`config.mk`:
```
export PLATFORM = sky130hd
export DESIGN_NAME = rv32i_dmem_responder
export DESIGN_NICKNAME = d
export VERILOG_FILES = /design/src/rtl/rv32i_dmem_responder_pkg.sv /design/src/rtl/rv32i_dmem_responder_loadalign.sv /design/src/rtl/rv32i_dmem_responder.sv
export SDC_FILE = /design/constraint.sdc
export NUM_CORES = 1
export LEC_CHECK = 0
export CAP_MARGIN = 20
export CELL_PAD_IN_SITES_DETAIL_PLACEMENT = 1
export CELL_PAD_IN_SITES_GLOBAL_PLACEMENT = 1
export CORE_ASPECT_RATIO = 0.75
export CORE_MARGIN = 2
export CORE_UTILIZATION = 19
export DETAILED_ROUTE_END_ITERATION = 10
export GPL_TIMING_DRIVEN = 0
export PLACE_DENSITY = 0.84
export SLEW_MARGIN = 40
export SYNTH_ARGS = -nofsm -noshare
export SYNTH_HDL_FRONTEND = slang
export SYNTH_HIERARCHICAL = 1
export SYNTH_SLANG_ARGS = --single-unit
```
`constraint.sdc`:
```
create_clock -name clk -period 2.9 [get_ports clk]
set_clock_uncertainty 0.2 [all_clocks]
set_input_delay 0.435 -clock clk [delete_from_list [all_inputs] [get_ports clk]]
set_output_delay 0.435 -clock clk [all_outputs]
set_load 0.02 [all_outputs]
```
`src/rtl/rv32i_dmem_responder_pkg.sv`:
```
// rv32i_memPkg: shared types and lane helpers for the RV32I data-memory path.
//   width_e  : request access width (BYTE/HALF/WORD/ILLEGAL)
//   state_e  : responder FSM states (IDLE/SPLIT/RESP)
//   f_size, f_is_cross, f_byte_en, f_byte_en_hi, f_lane_shl, f_lane_shr,
//   f_split_wdata : byte-lane helpers shared by the store and load paths.
package rv32i_memPkg;

    typedef enum logic [1:0] {
        BYTE    = 2'b00,
        HALF    = 2'b01,
        WORD    = 2'b10,
        ILLEGAL = 2'b11
    } width_e;

    typedef enum logic [1:0] {
        IDLE  = 2'b00,
        SPLIT = 2'b01,
        RESP  = 2'b10
    } state_e;

    // Access size in bytes; ILLEGAL maps to 4 but is never used as a size.
    function automatic logic [2:0] f_size(input logic [1:0] width);
        case (width)
            2'b00:   return 3'd1;
            2'b01:   return 3'd2;
            default: return 3'd4;
        endcase
    endfunction

    function automatic logic f_is_cross(input logic [1:0] off, input logic [2:0] n);
        return (({2'b00, off} + {1'b0, n}) > 4'd4);
    endfunction

    // Lanes of the first (or only) word: ((1<<n)-1) << off, truncated to 4 bits.
    function automatic logic [3:0] f_byte_en(input logic [1:0] off, input logic [2:0] n);
        logic [7:0] w_mask;
        w_mask = ((8'd1 << n) - 8'd1) << off;
        return w_mask[3:0];
    endfunction

    // Lanes of the second word of a crossing access: the off+n-4 low bytes.
    function automatic logic [3:0] f_byte_en_hi(input logic [1:0] off, input logic [2:0] n);
        logic [3:0] w_rem;
        logic [7:0] w_mask;
        w_rem  = {2'b00, off} + {1'b0, n} - 4'd4;
        w_mask = (8'd1 << w_rem) - 8'd1;
        return w_mask[3:0];
    endfunction

    function automatic logic [31:0] f_lane_shl(input logic [31:0] data, input logic [1:0] off);
        return data << {off, 3'b000};
    endfunction

    function automatic logic [31:0] f_lane_shr(input logic [31:0] data, input logic [1:0] off);
        return data >> {off, 3'b000};
    endfunction

    // Store bytes that spill into the next word (offset 0 yields 0).
    function automatic logic [31:0] f_split_wdata(input logic [31:0] data, input logic [1:0] off);
        return data >> (6'd32 - {1'b0, off, 3'b000});
    endfunction

endpackage

```
`src/rtl/rv32i_dmem_responder_loadalign.sv`:
```
// rv32i_loadAlign: combinational load-data alignment.
//   i_word [31:0] : raw RAM word (or stitched word for a split load)
//   i_off  [1:0]  : byte offset of the access within i_word
//   i_n    [2:0]  : access size in bytes (1, 2 or 4)
//   i_sign        : sign-extend from bit 8*n-1 (ignored for words)
//   o_data [31:0] : right-aligned, extended load data
module rv32i_loadAlign
    import rv32i_memPkg::*;
(
    input  logic [31:0] i_word,
    input  logic [1:0]  i_off,
    input  logic [2:0]  i_n,
    input  logic        i_sign,
    output logic [31:0] o_data
);

    logic [31:0] w_shifted;

    assign w_shifted = f_lane_shr(i_word, i_off);

    always_comb begin
        case (i_n)
            3'd1:    o_data = {{24{i_sign & w_shifted[7]}},  w_shifted[7:0]};
            3'd2:    o_data = {{16{i_sign & w_shifted[15]}}, w_shifted[15:0]};
            default: o_data = w_shifted;
        endcase
    end

endmodule

```
`src/rtl/rv32i_dmem_responder.sv`:
```
// rv32i_dmem_responder: load/store responder between the RV32I memory stage
// and the data port of a synchronous RAM (read data one cycle after address).
//   clk, reset_n                : clock, synchronous active-low reset
//   req_valid/req_ready         : request handshake
//   req_we/addr/width/sign/wdata: request fields (wdata right-aligned)
//   rsp_valid/rsp_rdata/rsp_err : one-cycle response, no backpressure
//   ram_addr/we/be/wdata        : RAM data-port drive (combinational)
//   ram_rdata                   : RAM read data
// Build option: RV32I_MISALIGN_SPLIT_EN builds the SPLIT state so that
// word-crossing accesses complete as two RAM accesses; without it they
// are answered with rsp_err.
//
// state | meaning
// IDLE  | no transaction outstanding, ready for a request
// SPLIT | second RAM access of a word-crossing request, not ready
// RESP  | rsp_valid high; a new request may be accepted in this cycle
module rv32i_dmem_responder
    import rv32i_memPkg::*;
(
    input  logic        clk,
    input  logic        reset_n,
    input  logic        req_valid,
    output logic        req_ready,
    input  logic        req_we,
    input  logic [31:0] req_addr,
    input  logic [1:0]  req_width,
    input  logic        req_sign,
    input  logic [31:0] req_wdata,
    output logic        rsp_valid,
    output logic [31:0] rsp_rdata,
    output logic        rsp_err,
    output logic [29:0] ram_addr,
    output logic        ram_we,
    output logic [3:0]  ram_be,
    output logic [31:0] ram_wdata,
    input  logic [31:0] ram_rdata
);

    state_e      r_state;
    state_e      w_state_nxt;

    logic [1:0]  r_off;
    logic [2:0]  r_n;
    logic        r_sign;
    logic        r_we;
    logic        r_rsp_err;

    logic [1:0]  w_off;
    logic [2:0]  w_n;
    logic        w_illegal;
    logic        w_cross;
    logic        w_err;
    logic        w_accept;
    logic [31:0] w_align_word;
    logic [1:0]  w_align_off;
    logic [31:0] w_load_data;

`ifdef RV32I_MISALIGN_SPLIT_EN
    logic [29:0] r_addr;
    logic        r_split;
    logic [31:0] r_wdata_hi;
    logic [31:0] r_hold;
    logic        w_split;
`endif

    assign w_off     = req_addr[1:0];
    assign w_n       = f_size(req_width);
    assign w_illegal = (req_width == ILLEGAL);
    assign w_cross   = f_is_cross(w_off, w_n);

`ifdef RV32I_MISALIGN_SPLIT_EN
    assign w_err   = w_illegal;
    assign w_split = w_cross & ~w_illegal;
`else
    assign w_err   = w_illegal | w_cross;
`endif

    // Gated by reset_n so nothing is accepted or driven to the RAM while reset is held.
    assign req_ready = reset_n & ((r_state == IDLE) | (r_state == RESP));
    assign w_accept  = req_valid & req_ready;

    always_ff @(posedge clk) begin
        if (!reset_n) begin
            r_state <= IDLE;
        end else begin
            r_state <= w_state_nxt;
        end
    end

    always_comb begin
        w_state_nxt = r_state;
        case (r_state)
            IDLE, RESP: begin
                if (w_accept) begin
`ifdef RV32I_MISALIGN_SPLIT_EN
                    if (w_split) w_state_nxt = SPLIT;
                    else
`endif
                    w_state_nxt = RESP;
                end else begin
                    w_state_nxt = IDLE;
                end
            end
`ifdef RV32I_MISALIGN_SPLIT_EN
            SPLIT:   w_state_nxt = RESP;
`endif
            default: w_state_nxt = IDLE;
        endcase
    end

    always_comb begin
        ram_addr  = '0;
        ram_be    = '0;
        ram_we    = 1'b0;
        ram_wdata = '0;
        if (w_accept && !w_err) begin
            ram_addr  = req_addr[31:2];
            ram_be    = f_byte_en(w_off, w_n);
            ram_wdata = f_lane_shl(req_wdata, w_off);
            ram_we    = req_we;
        end
`ifdef RV32I_MISALIGN_SPLIT_EN
        // reset_n low in SPLIT abandons the transaction before the second write.
        else if (reset_n && (r_state == SPLIT)) begin
            ram_addr  = r_addr + 30'd1;
            ram_be    = f_byte_en_hi(r_off, r_n);
            ram_wdata = r_wdata_hi;
            ram_we    = r_we;
        end
`endif
    end

    always_ff @(posedge clk) begin
        if (!reset_n) begin
            r_off      <= '0;
            r_n        <= '0;
            r_sign     <= 1'b0;
            r_we       <= 1'b0;
            r_rsp_err  <= 1'b0;
`ifdef RV32I_MISALIGN_SPLIT_EN
            r_addr     <= '0;
            r_split    <= 1'b0;
            r_wdata_hi <= '0;
            r_hold     <= '0;
`endif
        end else begin
            r_rsp_err <= w_accept & w_err;
            if (w_accept) begin
                r_off      <= w_off;
                r_n        <= w_n;
                r_sign     <= req_sign;
                r_we       <= req_we;
`ifdef RV32I_MISALIGN_SPLIT_EN
                r_addr     <= req_addr[31:2];
                r_split    <= w_split;
                r_wdata_hi <= f_split_wdata(req_wdata, w_off);
`endif
            end
`ifdef RV32I_MISALIGN_SPLIT_EN
            // First-word read data arrives during SPLIT; keep its upper bytes, right-aligned.
            if (r_state == SPLIT) begin
                r_hold <= f_lane_shr(ram_rdata, r_off);
            end
`endif
        end
    end

`ifdef RV32I_MISALIGN_SPLIT_EN
    // A split load is stitched into one right-aligned word and then aligned at offset 0.
    assign w_align_word = r_split ? (r_hold | (ram_rdata << (6'd32 - {1'b0, r_off, 3'b000})))
                                  : ram_rdata;
    assign w_align_off  = r_split ? 2'b00 : r_off;
`else
    assign w_align_word = ram_rdata;
    assign w_align_off  = r_off;
`endif

    rv32i_loadAlign u_load_align (
        .i_word (w_align_word),
        .i_off  (w_align_off),
        .i_n    (r_n),
        .i_sign (r_sign),
        .o_data (w_load_data)
    );

    assign rsp_valid = (r_state == RESP);
    assign rsp_err   = r_rsp_err;
    assign rsp_rdata = (rsp_valid && !r_we && !r_rsp_err) ? w_load_data : '0;

endmodule

```
==> results.sh <==
export IMPL_yosysWarnings=6
export IMPL_crit_fanout=5
export IMPL_design_area_um2=5995
export IMPL_firstDrtPassIters=4
export IMPL_wl_per_cell_um=19.58
export IMPL_met2_usage_pct=35.89
export IMPL_clockRootBuffer="clkbuf_16"
export IMPL_fin_util_pct=46.21
export IMPL_clockBufferDepth=2
export IMPL_cts_sinks=9
export IMPL_cts_buffers=3
export IMPL_p_per_area_nw_per_um2=246.9
export IMPL_drt_iter0_markers=157
export IMPL_synth_cells=367
export IMPL_total_leakage_power_nw=2.678
export IMPL_fillCellCount=1496
export IMPL_slew_headroom_pct=60.08
export IMPL_rrSetupSlack_ns=1.98
export IMPL_layout_common_cells="clkdlybuf4s50_1 (107), buf_6 (53), nor3_4 (44)"
export IMPL_synthFlopType="dfxtp_1"
export IMPL_grt_overflow=0
export IMPL_clk_pin_slew_ns=0.04
export IMPL_yosysTopAreaCell="mux2i_1"
export IMPL_finalSetupTns_ns=-7.229
export IMPL_ys_ff_latch=9
export IMPL_dpl_instance_area_um2=5189
export IMPL_multi_input_area_um2=2746
export IMPL_antenna_found_initial=0
export IMPL_period_minus_slack_ns=3.072
export IMPL_min_path_type="in2reg"
export IMPL_die_area_um2=14180
export IMPL_grt_util_met3_pct=2.937
export IMPL_setup_viol=67
export IMPL_ant_nets=0
export IMPL_synth_avg_cell_area_um2=6.849
export IMPL_diodes=0
export IMPL_start_kind="input port"
export IMPL_met1_usage_pct=25.62
export IMPL_hpwlAfterDp_mm=11.06
export IMPL_fmax_mhz=325.6
export IMPL_cp_end_kind="output pin"
export IMPL_synth_area_um2=2514
export IMPL_layout_commonest_cell="clkdlybuf4s50_1"
export IMPL_grt_pass1_wl_mm=22.83
export IMPL_die_w_um=136.8
export IMPL_worstSetupPathType="in2out"
export IMPL_busiest_layer="met2"
export IMPL_fin_crit_sh_pct=105.9
export IMPL_dp_slack_ns=-1.250
export IMPL_core_um2=12970
export IMPL_place_congestion=0.9047
export IMPL_synth_distinct_cells=44
export IMPL_tightestPinTransition_ns=0.5988
export IMPL_synth_area_leaders="mux2i_1 (15%), nor3_1 (9.8%), and2_1 (8.2%)"
export IMPL_wl_mm=15.04
export IMPL_via_per_inst=4.831
export IMPL_worstPathArrival_ns=2.44
export IMPL_grt_max_degree=11
export IMPL_yosysTopAreaCellShare_pct=15.13
export IMPL_die_height_um=103.6
export IMPL_failed_checks="setup timing"
export IMPL_synth_edf_count=0
export IMPL_finalMaxSlewViolations=0
export IMPL_ys_seq_area_share_pct=7.168
export IMPL_rsz0062_at_grt="true"
export IMPL_drive_gt1_share_pct=38.69
export IMPL_cts_tree="yes"
export IMPL_io_buffer_count=203
export IMPL_required_ns=2.27
export IMPL_layout_setup_ws_ns=-0.1716
export IMPL_drc_errors=0
export IMPL_rows=36
export IMPL_grtUsageTotal_pct=20.47
export IMPL_initial_utilization_pct=19.38
export IMPL_clock_latency_ns=0.23
export IMPL_synth_nets=475
export IMPL_grt_pass1_vias=3972
export IMPL_nNetsFinal=706
export IMPL_pin_count=205
export IMPL_ir_worst_vdd_mv=0.1483
export IMPL_status="complete, but fails checks"
export IMPL_async_flop_share_pct=0
export IMPL_cts_hold_buffers=0
export IMPL_hold_viol_final=0
export IMPL_maxCapViolCount=0
export IMPL_h_tree_depth=1
export IMPL_final_seq_area_um2=180.2
export IMPL_syn2layout_area_growth_pct=138.5
export IMPL_vias=3710
[report_power, final]
group | internal [W] | total (W) | switching [W]
Combinational | 0.000534 | 0.00110 | 0.000563
Clock | 0.000182 | 0.000245 | 0.0000630
Sequential | 0.000132 | 0.000138 | 0.00000665
Total | 0.000848 | 0.00148 | 0.000632
[final cells by class]
type,instances,share of cell area [%]
multi-input cells,278,45.81
repair buffers,228,38.93
plain buffers,34,4.550
well taps,171,3.569
flip-flops and latches,9,3.006
inverters,44,2.797
clock buffers,3,1.252
clock inverters,1,0.08349
[state kept, by name, indices dropped and copies added, names as in the netlist]
signal / cells
r_state: 1
r_sign: 1
r_n: 3
r_we: 1
rsp_err: 1
r_off: 2
[worst paths after layout]
path                                    from      endpoint  cells past startpoint
worst max-delay path            req_width[0]  ram_addr[24]                     12
worst min register to register        r_sign        r_sign                      2
worst min-delay path               req_valid        r_sign                      3
worst max register to register        r_n[0]        r_n[0]                      2
[cell usage after synthesis, types with 2 or more instances]
cell type and n:
dfxtp_1 9, o21ai_0 8, nor3_2 9, or3b_1 2, o21ai_1 3, buf_4 2
nand3_1 7, inv_1 44, a211oi_1 16, nor2b_1 26, mux2i_1 38, a2111oi_2 8
buf_1 2, clkbuf_1 14, and2_1 33, ha_1 4, nor2_1 12, nand2_1 9
buf_6 5, a21oi_1 21, a2bb2oi_1 9, nand2b_1 5, buf_2 12, nor3_1 49
[cells by family (layout without fill, tap and decap cells)]
family	count (synthesis)	in the layout	share of synthesized area [%]
simple gates	158	158	36.09
fa+ha+maj	5	5	2.788
compound gates	73	73	22.70
buf+inv	80	310	14.38
flops	9	9	7.168
xor+xnor	2	2	0.6970
mux	40	40	16.18
[routing by layer]
metal,routed length (um),up-vias
li1,-,1738
met3,758,28
met5,0,-
met2,7652,135
met1,6217,1809
met4,412,0
[worst max-delay path, cell delays in order]
cell,delay (ns)
buf_8,0.10
or2_4,0.25
inv_4,0.07
ha_4,0.13
fa_2,0.45
nor2_4,0.13
o211ai_4,0.11
buf_12,0.17
buf_12,0.14
clkbuf_16,0.15
nor3_2,0.13
buf_4,0.17
[stage by stage]
| step | cells | hold slack [ns] | power, W |
|---|---|---|---|
| 2_1_floorplan | 367 | 0.2837 | 0.0006016 |
| 3_3_place_gp | 741 | 0.3034 | 0.0009331 |
| 3_5_place_dp | 741 | 0.3362 | 0.0009601 |
| 4_1_cts | 764 | 0.3442 | 0.001409 |
| 5_1_grt | 768 | 0.3846 | 0.001558 |
| 6_report | 768 | 0.3481 | 0.001480 |
[timing repair]
| item | 4_1_cts | 5_1_grt |
|---|---|---|
| setup endpoints to repair | 99 | 92 |
| resized for setup | 465 | 80 |
| pin swaps | 21 | 16 |
| gates cloned | 4 | 3 |
| buffers inserted | 15 | 3 |
Power figures use the tool's default switching activity.
